[src/rtl/lc3_operate_exec.sv]
// lc3_operate_exec: multi-cycle execute/writeback stage for LC-3 ADD, AND and NOT
//   clock, reset_n        : clock, asynchronous active-low reset
//   instr_valid/ready     : decoder handshake, accepted only in IDLE
//   instr                 : instruction word
//   SR1, SR2 / SR1out, SR2out : register file read addresses / read data
//   DR, data, ld_reg      : register file write address, data, one-cycle strobe
//   nzp                   : condition codes {N,Z,P}
//   illegal               : one-cycle pulse after an unsupported opcode is offered
//   retired               : count of completed writebacks
module lc3_operate_exec #(
    parameter int READ_WAIT = 1
) (
    input  logic        clock,
    input  logic        reset_n,
    input  logic        instr_valid,
    output logic        instr_ready,
    input  logic [15:0] instr,
    output logic [2:0]  SR1,
    output logic [2:0]  SR2,
    input  logic [15:0] SR1out,
    input  logic [15:0] SR2out,
    output logic [2:0]  DR,
    output logic [15:0] data,
    output logic        ld_reg,
    output logic [2:0]  nzp,
    output logic        illegal,
    output logic [15:0] retired
);
    typedef enum logic [1:0] {IDLE, READ, EXEC, WB} state_t;
    state_t      state, state_nx;
    logic [15:0] ir, op_a, op_b, opnd_b, result;
    logic [2:0]  cnt;
    logic        accept, legal;
    assign accept = state == IDLE && instr_valid;
    assign legal  = instr[15:12] == 4'b0001 || instr[15:12] == 4'b0101 || instr[15:12] == 4'b1001;
    assign opnd_b = ir[5] ? {{11{ir[4]}}, ir[4:0]} : op_b;
    assign result = ir[15:12] == 4'b0001 ? op_a + opnd_b :
                    ir[15:12] == 4'b0101 ? op_a & opnd_b : ~op_a;
    always_comb begin
        state_nx = state;
        case (state)
            IDLE:    state_nx = accept && legal ? READ : IDLE;
            READ:    state_nx = cnt == 3'd1 ? EXEC : READ;
            EXEC:    state_nx = WB;
            default: state_nx = IDLE;
        endcase
    end
    // Outputs are registered from the next state so they line up with the state they belong to.
    always_ff @(posedge clock or negedge reset_n) begin
        if (!reset_n) begin
            state       <= IDLE;
            instr_ready <= 1'b1;
            SR1         <= '0;
            SR2         <= '0;
            DR          <= '0;
            data        <= '0;
            ld_reg      <= 1'b0;
            illegal     <= 1'b0;
            nzp         <= 3'b010;
            retired     <= '0;
            ir          <= '0;
            op_a        <= '0;
            op_b        <= '0;
            cnt         <= '0;
        end else begin
            state       <= state_nx;
            instr_ready <= state_nx == IDLE;
            ld_reg      <= state_nx == WB;
            illegal     <= accept && !legal;
            if (accept && legal) begin
                ir  <= instr;
                SR1 <= instr[8:6];
                SR2 <= instr[2:0];
                cnt <= 3'(READ_WAIT);
            end
            if (state == READ) begin
                cnt <= cnt - 3'd1;
                if (cnt == 3'd1) begin
                    op_a <= SR1out;
                    op_b <= SR2out;
                end
            end
            if (state == EXEC) begin
                DR   <= ir[11:9];
                data <= result;
            end
            if (state == WB) begin
                nzp     <= {data[15], data == 16'd0, !data[15] && data != 16'd0};
                retired <= retired + 16'd1;
            end
        end
    end
endmodule

[config.mk]
export PLATFORM = sky130hd
export DESIGN_NAME = lc3_operate_exec
export DESIGN_NICKNAME = d
export VERILOG_FILES = /design/src/rtl/lc3_operate_exec.sv
export SDC_FILE = /design/constraint.sdc
export NUM_CORES = 1
export LEC_CHECK = 0
export ABC_AREA = 1
export CAP_MARGIN = 30
export CORE_MARGIN = 5
export CORE_UTILIZATION = 50
export CTS_BUF_LIST = sky130_fd_sc_hd__clkbuf_8 sky130_fd_sc_hd__clkbuf_16
export DETAILED_ROUTE_END_ITERATION = 7
export PLACE_DENSITY_LB_ADDON = 0.12
export SYNTH_ARGS = -nofsm -noshare
export SYNTH_HDL_FRONTEND = slang
export SYNTH_SLANG_ARGS = --single-unit
[constraint.sdc]
create_clock -name clock -period 2.97 [get_ports clock]
set_input_delay 0.891 -clock clock [delete_from_list [all_inputs] [get_ports clock]]
set_output_delay 0.891 -clock clock [all_outputs]
set_load 0.1 [all_outputs]
; Yosys cells after proc, flatten, opt, wreduce, memory -nomap -nowiden
; Index checks and enable logic that the tools add are counted.
; W data, S select, Z words.
[totals]
ff_bits = 100
in_bits = 51
out_inout_bits = 47
word_cells = 51
[classes]
addsub = 3
eq_ne = 10
muxes = 8
n_bitwise = 2
reduce_logical = 14
[ops]
columns = operator, count
row1 = $mux W16, 3
row2 = $add A16 B1 Y16 const B, 1
row3 = $add A16 B16 Y16, 1
row4 = $and A16 B16 Y16, 1
row5 = $logic_not A16 Y1, 1
row6 = $not A16 Y16, 1
row7 = $reduce_bool A16 Y1, 1
row8 = $eq A4 B1 Y1 const B, 2
row9 = $eq A4 B3 Y1 const B, 2
row10 = $eq A2 B2 Y1 const B, 3
row11 = $mux W3, 2
row12 = $pmux W2 S3, 1
row13 = $eq A4 B4 Y1 const B, 1
row14 = $logic_and A1 B1 Y1, 4
row15 = $logic_not A2 Y1, 2
row16 = $eq A3 B1 Y1 const B, 1
row17 = $sub A3 B1 Y3 const B, 1
row18 = $eq A2 B1 Y1 const B, 1
row19 = $logic_not A1 Y1, 2
row20 = $logic_or A1 B1 Y1, 2
row21 = $mux W2, 1
row22 = $reduce_and A2 Y1, 1
row23 = $reduce_bool A2 Y1, 1
row24 = $mux W1, 1

; Depth between registers and ports, before layout
; Gate-level depths: netlist (run 1).
[logic_depth]
ltp_word = 7
ltp_mapped = 14
mapped_depth_nobuf = 13

; Worst setup path before layout (run 1)
; Ideal clock, no wire load.
[synth_timing]
path_kind = register -> register
startpoint = reg retired[2]
endpoint = reg retired[15]
setup_time_ns = 0.158
arrival_ns = 1.918
required_time_ns = 2.812
setup_slack_ns = 0.895
stages_incl_launch_ff = 7
n_path_buf = 0
synth_period_minus_slack_ns = 2.075
cell_sequence = dfrtp_1 > nand3_1 > nor2_2 > nand4_1 > nor2_1 > nand4_1 > xnor2_1
[synth_between]
elab_chain_cells = 1
[synth_lines]
columns = item, line_no
row1 = from (decl), 27  ; output logic [15:0] retired
row2 = from (signal assigned), 89  ; retired <= retired + 16'd1;
row3 = $add A16 B1 Y16, 89
; No other way between the ends.
; A chain may end at the register's enable or synchronous reset.

; Worst setup path after layout (run 1)
[layout_timing]
startpoint = reg ir[5]
endpoint = reg data[14]
[layout_between]
elab_chain_cells = 4
word_cells_on_any_way = 5
classes_between = add/sub: 1 / mux: 3 / bitwise: 1
[layout_lines]
columns = item, line_no
row1 = from (decl), 31  ; logic [15:0] ir, op_a, op_b, opnd_b, result;
row2 = from (signal assigned), 71  ; ir <= instr;
row3 = $mux W16 *, 36  ; assign opnd_b = ir[5] ? {{11{ir[4]}}, ir[4:0]} : op_b;
row4 = branches (longest 2 deep; another with $add A16 B16 Y16), -
row5 = $mux W16 *, 37  ; assign result = ir[15:12] == 4'b0001 ? op_a + opnd_b :
row6 = to (signal assigned), 85  ; data <= result;
row7 = to (decl), 23  ; output logic [15:0] data,
; Every way passes the cells marked *.

==> results of run 1 <==
[per-stage QoR]
stage               setup WS (ns)  hold WS, ns  std cells  cell area, um2
floorplan                   0.895        0.449        611            5060
global placement            0.488        0.461        821            5980
detailed placement          0.404        0.460        821            5980
CTS                         0.491        0.481        836            6160
global route                0.207        0.519        836            6160
finish                      0.508        0.475        836            6160
[routing by layer]
metal,part of all wire [%],track usage [%],vias to the layer above
met2,44,28.4,112
li1,-,-,2119
met4,1.3,6.08,0
met5,0,0,-
met3,5.2,3.39,11
met1,49,27.2,1925
[Yosys cell counts (all sizes together), types with 5 or more instances]
master / count
dfrtp: 92
inv: 88
xor2: 12
mux2: 16
xnor2: 7
a22oi: 5
clkbuf: 7
buf: 16
nor2: 51
a21oi: 48
nand2: 157
nand3: 23
ha: 19
o21ai: 37
nor3: 7
nor4: 5
[layout make-up]
cell class	count	area [um2]	area share, %
clock buffers	9	124	2.01
clock inverters	6	56.3	0.914
inverters	89	338	5.48
multi-input cells	405	2240	36.3
flip-flops and latches	94	2350	38.2
well taps	133	166	2.70
repair buffers	100	886	14.4
[final timing paths]
kind | cells past startpoint | startpoint | to | slack (ns)
max in group asynchronous | 2 | reset_n | instr_ready$_DFF_PN1_ | 1.72
min in group asynchronous | 1 | reset_n | nzp[2]$_DFFE_PN0N_ | 0.53
min reg2reg | 1 | retired[15]$_DFFE_PN0N_ | retired[15]$_DFFE_PN0N_ | 0.47
max | 12 | ir[5]$_DFFE_PN0P_ | data[14]$_DFFE_PN0N_ | 0.51
max reg2reg | 12 | ir[5]$_DFFE_PN0P_ | data[14]$_DFFE_PN0N_ | 0.51
min | 1 | retired[15]$_DFFE_PN0N_ | retired[15]$_DFFE_PN0N_ | 0.47
[kinds of logic (layout without fill, tap and decap cells)]
family,after synthesis,after routing,share of synthesized area (%)
AO/OA/AOI/OAI,99,99,10.6
buffers and inverters,112,204,9.18
adder cells (fa/ha/maj),20,20,5.10
AND/OR/NAND/NOR,251,251,21.7
multiplexers,16,16,3.56
XOR/XNOR,19,19,3.29
flip-flops,94,94,46.6
==> metrics.md, run 1 <==
| Metric | Value |
|---|---|
| Vias in the first global route | `4001` |
| Mapped Cells | `611` |
| Worst skew pair latency | `0.35 ns` |
| Max stage delay cell, worst path | `dfrtp_1` |
| Rel. slew slack | `60.0%` |
| Detailed Place HPWL | `8.62 mm` |
| Critical path class | `reg -> reg` |
| Via count | `4167` |
| Cell area after synthesis | `about 0.0051 mm2` |
| Critical path startpoint category | `flip-flop` |
| Yosys top cell by area | `dfrtp_1` |
| Vias per std cell | `4.98` |
| DRT Pass-1 Iters | `5` |
| Max incr delay on CP | `between 0.6 and 0.7 ns` |
| CP most frequent cell | `nand2_1` |
| CP top delay family | `adder cells` |
| Maximum fanout count along the critical path | `22` |
| Share of cells above drive strength 1 | `13.9%` |
| Synthesized Nets | `682` |
| Syn_area_per_cell | `8.28 um2` |
| Critical path arrival | `2.74 ns` |
| Crit-path cells | `o21ai_0 > ha_1 > fa_1 > nand2_1 > nand2_1 > nand3b_1 > nand2_1 > nand2_1 > nand2_1 > nand2_1 > nand3_1 > a21oi_1` |
| Final core utilization | `62.8%` |
| DR WL/cell | `about 13 um` |
| CTS hold repair buffers | `0` |
| Status | `completed` |
| Crit path capture type | `flip-flop` |
| Gp weighted congestion | `roughly 0.84` |
| Starting Density | `51.5%` |
| Most common cell after layout, fill and taps aside | `nand2_1` |
| Max Clock Freq | `406 MHz` |
| I/O pins | `98` |
| Core area | `0.00982 mm2` |
| Nets | `a little under 800` |
| Worst EP required | `3.25 ns` |
| DRC violations left | `0` |
| Total die area | `0.0122 mm2` |
| CTS buffer count | `9` |
| FFs w/ async S/R, synth | `between 90% and 100%` |
| Worst min-delay path class | `reg -> reg` |
| Setup Fix Bufs, Post-CTS | `0` |
| Hold Vio Cnt, Final | `0` |
| RSZ-0062 raised after global routing | `no` |
| Worst-Margin Slew | `approximately 0.60 ns` |
| Clk slew on worst S/H paths | `0.09 ns` |
| Initial antenna violation count | `0` |
| Synth area leaders | `dfrtp_1 46%, nand2_1 11%, inv_1 6.2%` |
| Tcrit/Tclk final | `82.9%` |
| Sequential area share after synthesis | `46.6%` |
| Post-route ant nets | `0` |
| CTS Buffer Depth | `2` |
| Dominant synthesized flop cell | `dfrtp_1` |
| Min Tclk post-route | `~2.5 ns` |
| Port bufs | `just under 100` |
| Tot GR Track Use | `18.7%` |
| Yosys warnings | `0` |
| Commonest cells after routing, fill and taps aside | `153 x nand2_1, 92 x dfrtp_1, 85 x inv_1` |
| GR Overflow Total | `0` |
| Core Rows | `36` |
| Die width | `111 um` |
| Drt initial violations | `220` |
| CTS tree | `built` |
| Post-CTS resize count | `0` |
| Number of synthesized register bits | `94` |
| Worst clock skew | `0.00733 ns` |
| Max Slew Vio Count | `0` |
| Synth top area share | `45.5%` |
| Setup violators final | `0` |
| WP buf/inv | `0` |
| First-pass GRT wire length | `between 15 and 20 mm` |
| Post-synth EDFFs | `0` |
| Largest net degree at the start of global routing | `50` |
| Syn-to-layout area delta | `21.9%` |
| CTS HTree Levels | `3` |
| Setup TNS | `0 ns` |
| Number of max-cap violations | `0` |
| Total Wirelength | `11.1 mm` |
| Distinct cells, synth | `41` |
| Final antenna diode count | `0` |
| Clock root cell | `clkbuf_8` |
| Height of the die | `111 um` |
| Clock sink count | `94` |
| Fill count | `913` |
Power of run 1 is not shown: default switching activity piles up to over one toggle a cycle in this logic, so the estimate is an artifact.
==> inputs of run 2 (changes only) <==
==> constraint.sdc (replaced) <==
create_clock -name clock -period 2.52 [get_ports clock]
set_input_delay 0.756 -clock clock [delete_from_list [all_inputs] [get_ports clock]]
set_output_delay 0.756 -clock clock [all_outputs]
set_load 0.1 [all_outputs]
==> run 2 against run 1 <==
  * Global-route usage is 0.45 points higher
  * Clock skew grew 0.0055 ns
  * Maximum frequency rose by 9.9%
  * Cell area up 1.0%
  * Largest cell class unchanged
  * Die area stayed put
  * Sequential share of layout area is 0.39 points lower
  * Routed wire length is 2.3% higher
  * First-iteration DRC count increased by 23%
==> metrics.md, run 2 (synthesis results as in run 1) <==
| Metric | Value |
|---|---|
| Setup Fix Bufs, Post-CTS | `0` |
| Crit path capture type | `flip-flop` |
| Initial antenna violation count | `0` |
| Max Slew Vio Count | `0` |
| GR Overflow Total | `0` |
| Gp weighted congestion | `0.976` |
| Worst EP required | `2.76 ns` |
| Die width | `111 um` |
| Most common cell after layout, fill and taps aside | `nand2_1` |
| Met2 usage | `29.9%` |
| Total Wirelength | `11.3 mm` |
| Setup violators final | `0` |
| Via count | `4153` |
| GR Util met1 | `26.7%` |
| Met3 GRT Util | `3.61%` |
| Vias per std cell | `between 4 and 5` |
| R2R depth | `10` |
| Critical path arrival | `roughly 2.5 ns` |
| I/O pins | `98` |
| Post-CTS resize count | `0` |
| Critical path startpoint category | `flip-flop` |
| Worst skew pair latency | `0.36 ns` |
| Min Tclk post-route | `~2.2 ns` |
| Setup TNS | `0 ns` |
| Max Clock Freq | `446 MHz` |
| Maximum fanout count along the critical path | `10` |
| CTS HTree Levels | `3` |
| Detailed Place HPWL | `8.91 mm` |
| Total die area | `0.0122 mm2` |
| Tcrit/Tclk final | `88.9%` |
| DR WL/cell | `13.5 um` |
| CTS Buffer Depth | `2` |
| Setup crit start | `ir[5]$_DFFE_PN0P_` |
| DRT Pass-1 Iters | `6` |
| CTS hold repair buffers | `0` |
| R2R Setup Slk | `between 0.2 and 0.3 ns` |
| Share of cells above drive strength 1 | `14.7%` |
| Hold Vio Cnt, Final | `0` |
| RR Startpoint | `ir[5]$_DFFE_PN0P_` |
| Height of the die | `approximately 110 um` |
| Critical path class | `reg -> reg` |
| Commonest cells after routing, fill and taps aside | `152 x nand2_1, 92 x dfrtp_1, 85 x inv_1` |
| Clock sink count | `94` |
| Worst r2r dst | `data[12]$_DFFE_PN0N_` |
| Clock root cell | `clkbuf_8` |
| DRC violations left | `0` |
| Vias in the first global route | `4119` |
| Final antenna diode count | `0` |
| Area of the multi-input gates | `between 0.002 and 0.0025 mm2` |
| Worst clock skew | `between 0.01 and 0.015 ns` |
| CTS buffer count | `9` |
| Worst min-delay path class | `in -> async` |
| Tot GR Track Use | `19.2%` |
| FF/Latch Area | `0.00235 mm2` |
| Core Rows | `36` |
| Nets | `between 700 and 800` |
| Number of max-cap violations | `0` |
| Setup crit end | `data[12]$_DFFE_PN0N_` |
| Clk slew on worst S/H paths | `0.09 ns` |
| CTS tree | `built` |
| RSZ-0062 raised after global routing | `no` |
| Fill count | `around 900` |
| Top Usage Layer GRT | `met2` |
| Worst-Margin Slew | `roughly 0.5 ns` |
| Post-route ant nets | `0` |
| Starting Density | `51.5%` |
| Core area | `approximately 0.0098 mm2` |
| Port bufs | `97` |
| Drt initial violations | `271` |
| First-pass GRT wire length | `a little under 20 mm` |
| Largest net degree at the start of global routing | `50` |
| Syn-to-layout area delta | `23.1%` |
| Rel. slew slack | `between 60% and 70%` |
| Status | `completed` |
## run 2: cell count changes in the layout (fill, tap and decap cells not counted), sizes merged
cell    before  now
buf         51   55
clkbuf       9   12
clkinv       4    2
## run 2: area by class of cell
type / instances / area share, %
multi-input cells: 405 / 36.0
well taps: 133 / 2.67
flip-flops and latches: 94 / 37.8
clock inverters: 4 / 0.744
inverters: 89 / 5.43
repair buffers: 104 / 14.7
clock buffers: 12 / 2.65
## run 2: worst min-delay path by stage
stage,from,slack (ns),to,cells after the start
finish,reset_n,0.32,retired[9]$_DFFE_PN0N_,1
global route,reset_n,0.33,retired[8]$_DFFE_PN0N_,1
floorplan,ir[4]$_DFFE_PN0P_,0.45,ir[4]$_DFFE_PN0P_,2
global placement,ir[10]$_DFFE_PN0P_,0.46,DR[1]$_DFFE_PN0N_,2
CTS,reset_n,0.32,retired[12]$_DFFE_PN0N_,1
detailed placement,retired[15]$_DFFE_PN0N_,0.47,retired[15]$_DFFE_PN0N_,1
## run 2: worst max-delay path, cell delays in order (launching register included)
cell     delay, ns
dfrtp_1       0.48
o21ai_0       0.25
ha_1          0.27
fa_1          0.22
nand2_1       0.09
a21oi_1       0.32
nand3_1       0.18
nand3_1       0.12
nand2_1       0.06
nand3_1       0.08
a21oi_1       0.06
## run 2: per-layer routing
layer	wire length, um	vias up
li1	-	2133
met1	5410	1888
met2	5170	122
met3	607	10
met4	165	0
met5	0	-
## run 2: per-stage QoR
stage | util [%] | instance area, um2 | instances | worst slack (ns) | hold slack (ns)
after floorplan | - | 5060 | 611 | 0.445 | 0.449
after global placement | 61.2 | 6010 | 825 | 0.346 | 0.460
after detailed placement | 61.2 | 6010 | 825 | 0.278 | 0.466
after CTS | 63.4 | 6220 | 841 | 0.304 | 0.316
after global routing | 63.4 | 6230 | 841 | 0.0640 | 0.335
final | 63.4 | 6230 | 841 | 0.279 | 0.318
Power of run 2 is left out for the same reason.
==> inputs of run 3 (changes only) <==
--- a/config.mk
+++ b/config.mk
@@ -8,7 +8,7 @@
 export ABC_AREA = 1
 export CAP_MARGIN = 30
 export CORE_MARGIN = 5
-export CORE_UTILIZATION = 50
+export CORE_UTILIZATION = 52
 export CTS_BUF_LIST = sky130_fd_sc_hd__clkbuf_8 sky130_fd_sc_hd__clkbuf_16
 export DETAILED_ROUTE_END_ITERATION = 7
 export PLACE_DENSITY_LB_ADDON = 0.12
==> run 3 against run 2 <==
  * First-iteration DRC count down 15%
  * Largest cell class unchanged
  * Routed wire length up 1.2%
  * Hold slack better by 0.051 ns
  * Cell area about the same
  * Critical path type unchanged
  * Highest routed layer unchanged
==> metrics.md, run 3 (synthesis results as in run 1) <==
| Metric | Value |
|---|---|
| Max Clock Freq | `around 460 MHz` |
| Place WS | `0.279 ns` |
| Tcrit/Tclk final | `86.4%` |
| I/O pins | `98` |
| Clock sink count | `94` |
| CTS hold repair buffers | `0` |
| Worst-Margin Slew | `between 0.5 and 0.6 ns` |
| Setup violators final | `0` |
| Tot GR Track Use | `20.7%` |
| Number of max-cap violations | `0` |
| Total Wirelength | `11.5 mm` |
| Initial antenna violation count | `0` |
| Total die area | `0.0118 mm2` |
| Worst skew pair latency | `0.36 ns` |
| Final worst slack | `0.344 ns` |
| Worst min-delay path class | `in -> async` |
| CTS buffer count | `9` |
| Critical path arrival | `approximately 2.5 ns` |
| Fill count | `roughly 860` |
| Die width | `about 110 um` |
| Status | `completed` |
| Post-Layout Cell Count | `840` |
| DRT Pass-1 Iters | `4` |
| Max Slew Vio Count | `0` |
| GR Overflow Total | `0` |
| Drt initial violations | `roughly 230` |
| Core area | `0.00964 mm2` |
| Setup Fix Bufs, Post-CTS | `0` |
| Core Rows | `36` |
| Most common cell after layout, fill and taps aside | `nand2_1` |
| Maximum fanout count along the critical path | `9` |
| Max stage delay cell, worst path | `dfrtp_1` |
| Gp weighted congestion | `0.887` |
| CTS HTree Levels | `3` |
| Nets | `774` |
| Area of the multi-input gates | `between 0.002 and 0.0025 mm2` |
| Port bufs | `97` |
| RR Startpoint | `ir[5]$_DFFE_PN0P_` |
| Detailed Place HPWL | `roughly 9 mm` |
| Syn-to-layout area delta | `23.1%` |
| Post-route ant nets | `0` |
| Post-CTS resize count | `0` |
| Clock root cell | `clkbuf_8` |
| Vias per std cell | `5.00` |
| Starting Density | `52.5%` |
| Placed cell count | `825` |
| DRC violations left | `0` |
| Crit-path cells | `nand2_1 > o21ai_0 > ha_1 > fa_1 > nand2_1 > nand2_1 > nand3b_1 > nand2_1 > nand2_1 > nand2_1 > nand2_1 > nand3_1 > a21oi_1` |
| Rel. slew slack | `65.0%` |
| CTS Buffer Depth | `2` |
| Crit path capture type | `flip-flop` |
| CTS tree | `built` |
| Critical path class | `reg -> reg` |
| Worst EP required | `about 2.8 ns` |
| Critical path startpoint category | `flip-flop` |
| Largest net degree at the start of global routing | `49` |
| Final antenna diode count | `0` |
| Setup TNS | `0 ns` |
| Clk slew on worst S/H paths | `around 0.09 ns` |
| Vias in the first global route | `approximately 3900` |
| Commonest cells after routing, fill and taps aside | `153 x nand2_1, 92 x dfrtp_1, 84 x inv_1` |
| First-pass GRT wire length | `between 15 and 20 mm` |
| Hold Vio Cnt, Final | `0` |
| RSZ-0062 raised after global routing | `no` |
| Via count | `4197` |
| Max incr delay on CP | `0.46 ns` |
| R2R Setup Slk | `0.34 ns` |
| Min Tclk post-route | `2.18 ns` |
| FF/Latch Area | `0.00235 mm2` |
| CP most frequent cell | `nand2_1` |
| DR WL/cell | `13.7 um` |
| Height of the die | `109 um` |
| Share of cells above drive strength 1 | `14.6%` |
| Worst clock skew | `0.0118 ns` |
| Setup crit start | `ir[5]$_DFFE_PN0P_` |
## run 3: critical path: cells and delay by family, from the launching register on
| kind | cells | cell delay (ns) |
|---|---|---|
| DFF | 1 | 0.46 |
| and+or+nand+nor | 9 | 0.74 |
| AOI/OAI and AO/OA | 2 | 0.23 |
| adders and majority gates | 2 | 0.67 |
## run 3: final cells by class
class / instances / area share (%)
Timing Repair Buffer: 104 / 14.9
Inverter: 89 / 5.43
Clock buffer: 11 / 2.43
Multi-Input combinational cell: 405 / 35.9
Tap cell: 133 / 2.67
Sequential cell: 94 / 37.8
Clock inverter: 4 / 0.764
## run 3: metrics by stage
| step | utilization, % | hold WS [ns] | instance area [um2] |
|---|---|---|---|
| global placement | 62.5 | 0.458 | 6020 |
| detailed placement | 62.5 | 0.465 | 6020 |
| finish | 64.6 | 0.370 | 6220 |
| CTS | 64.6 | 0.380 | 6220 |
| floorplan | - | 0.449 | 5060 |
| global route | 64.6 | 0.401 | 6220 |
## run 3: final timing paths
kind / endpoint / cells after the start
max: data[14]$_DFFE_PN0N_ / 13
min: retired[8]$_DFFE_PN0N_ / 1
max reg2reg: data[14]$_DFFE_PN0N_ / 13
min reg2reg: retired[15]$_DFFE_PN0N_ / 1
max in group asynchronous: op_b[6]$_DFFE_PN0P_ / 2
min in group clock: retired[15]$_DFFE_PN0N_ / 1
## run 3: layer usage
layer  track usage [%]  vias to the layer above  wire [um]
li1                  -                     2121          -
met1              29.7                     1956       5530
met2              31.7                      109       5160
met3              3.40                       11        589
met4              7.48                        0        201
met5                 0                        -          0
Power of run 3 is left out for the same reason.
==> edit (settings of run 1) <==
Make the reset (`reset_n`) synchronous in one clocked block. Comments in the files are not updated.
--- a/src/rtl/lc3_operate_exec.sv
+++ b/src/rtl/lc3_operate_exec.sv
@@ -48,3 +48,3 @@
     // Outputs are registered from the next state so they line up with the state they belong to.
-    always_ff @(posedge clock or negedge reset_n) begin
+    always_ff @(posedge clock) begin
         if (!reset_n) begin
Check against the original RTL: differs if reset_n is asserted again (counterexample within 4 cycles, from zero or initial values and one cycle with reset_n low); with reset_n held inactive, the same outputs for 10 cycles.
==> edit against run 1 <==
Fmax is 1.1% higher. Via count is 13% higher. Final cell count is 11% higher. Setup slack better by 0.027 ns. Sequential cell count stayed put. Wire length is 11% higher. First-iteration DRC count is 15% higher. Synthesized area is 3.9% lower. Final area is 2.6% lower. Synthesized cell count is 16% higher. Critical path type unchanged. Critical endpoint is now data[8].
Power is left out: it rests on default switching activity, and per cell area and clock period it moved more than threefold.
==> edit: results (changes against run 1) <==
* Post-detail-place hpwl at 9.38 mm (was 8.62 mm)
* Clock buffer depth at 2 (unchanged)
* GRT met1 Usage at 30.8% (was 27.2%)
* R2r endpoint: data[8] (was data[14])
* IO buf count at 97 (unchanged)
* Slew margin rel. at 52.3% (was 60.0%)
* GR peak layer: met2 (unchanged)
* Clk_lat worst skew at 0.37 ns (was 0.35 ns)
* Largest net degree at the start of global routing at 53 (was 50)
* Vias in the first global route at 4365 (was 4001)
* R2R setup slack at 0.54 ns (was 0.51 ns)
* Clock Skew at 0.00948 ns (was 0.00733 ns)
* Hold Crit Depth at 2 (was 1)
* Total GRT Usage at 21.6% (was 18.7%)
* Top cells by area, synth: dfxtp_1 (39%), o21ai_0 (11%), nand2_1 (9.1%) (was dfrtp_1 (46%), nand2_1 (11%), inv_1 (6.2%))
* Worst reg-to-reg path cell count at 9 (was 12)
* Post-synth top cells: nand2_1 (118), o21ai_0 (104), nor2_1 (97) (was nand2_1 (153), dfrtp_1 (92), inv_1 (83))
* Crit-path max FO at 22 (unchanged)
* Share of layout cells above drive strength 1 at 11.2% (was 13.9%)
* Seq/Total Area, Yosys at 38.7% (was 46.6%)
* Final WL at 12.3 mm (was 11.1 mm)
* Mapped Nets at 781 (was 682)
* Initial DRC count at 254 (was 220)
* GRT met3 Usage at 3.28% (was 3.39%)
* Vias per cell at 5.08 (was 4.98)
* Yosys warning count at 0 (unchanged)
* GRT met2 Usage at 32.4% (was 28.4%)
* Status: completed (unchanged)
* CTS Hold Bufs at 0 (unchanged)
* Hold WC Path Type: reg -> reg (unchanged)
* Arr. time, crit path at 2.73 ns (was 2.74 ns)
* CTS HTree Levels at 3 (unchanged)
* Final Wtd Congestion at 0.915 (was 0.844)
* Clock transition at path regs at 0.09 ns (about the same)
* Post-synth cell types at 38 (was 41)
* Worst Hold End: ir[13] (was retired[15])
* Post-CTS Setup Bufs at 0 (unchanged)
* Setup crit start: ir[5] (unchanged)
* Initial antenna violation count at 0 (unchanged)
* Hold path startpoint: ir[13] (was retired[15])
* CTS buffer count at 9 (unchanged)
* First-pass GRT wire length at 20.2 mm (was 19.1 mm)
* CTS root buf: clkbuf_8 (unchanged)
* Asr flop ratio synth at 0% (was 100%)
* Nets at 861 (was 770)
* CTS resizes at 0 (unchanged)
* Main synth FF type: dfxtp_1 (was dfrtp_1)
* DRT Pass-1 Iters at 5 (unchanged)
[edit: cell types whose count changed after synthesis, sizes merged, moves of 13 or more]
cell | before | now
a21oi | 48 | 72
clkbuf | 7 | 20
dfrtp | 92 | 0
dfxtp | 0 | 94
mux2 | 16 | 0
nand2 | 157 | 121
nor2 | 51 | 106
o21ai | 37 | 105
[edit: worst max path at each step]
stage                       end  slack [ns]  depth (start not counted)
detailed placement        ir[8]        0.50                          7
global route           data[11]        0.22                         12
finish                  data[8]        0.54                          9
floorplan           retired[14]        0.76                         10
global placement          ir[5]        0.48                          7
CTS                     data[8]        0.53                          9
[edit: cell families after synthesis]
logic type      share of synthesized area [%]
compound gates                           20.3
simple gates                             24.4
flops                                    38.7
fa+ha+maj                                5.30
xor+xnor                                0.541
buf+inv                                  10.8
[edit: area by class of cell]
class / count / area (um2)
multi-input combinational: 486 / 2460
fill: 944 / 3640
timing repair buffer: 101 / 891
clock buffer: 9 / 124
inverter: 98 / 370
tap: 133 / 166
clock inverter: 7 / 114
sequential: 94 / 1880
[edit: per-layer routing]
layer  up-vias  part of all wire, %
li1       2458                    -
met1      2085                   49
met2       148                   43
met3        21                  5.9
met4         0                  2.3
met5         -                    0
[edit: worst max-delay path, cell delays in order, from the launching register on]
cell	delay (ns)
dfxtp_1	0.67
o21ai_0	0.22
ha_1	0.27
fa_1	0.45
nand3_1	0.10
nand3_1	0.14
a21oi_1	0.19
xnor2_1	0.14
nand2_1	0.07
a21oi_1	0.13
[edit: stage by stage]
| step | area (um2) | util [%] | hold slack [ns] | cells | worst slack (ns) |
|---|---|---|---|---|---|
| after global routing | 6000 | 62.3 | 0.471 | 928 | 0.216 |
| final | 6000 | 62.3 | 0.449 | 928 | 0.535 |
| after CTS | 6000 | 62.3 | 0.452 | 928 | 0.528 |
| after floorplan | 4860 | - | 0.424 | 710 | 0.760 |
| after detailed placement | 5770 | 59.8 | 0.437 | 912 | 0.496 |
| after global placement | 5770 | 59.8 | 0.434 | 912 | 0.483 |
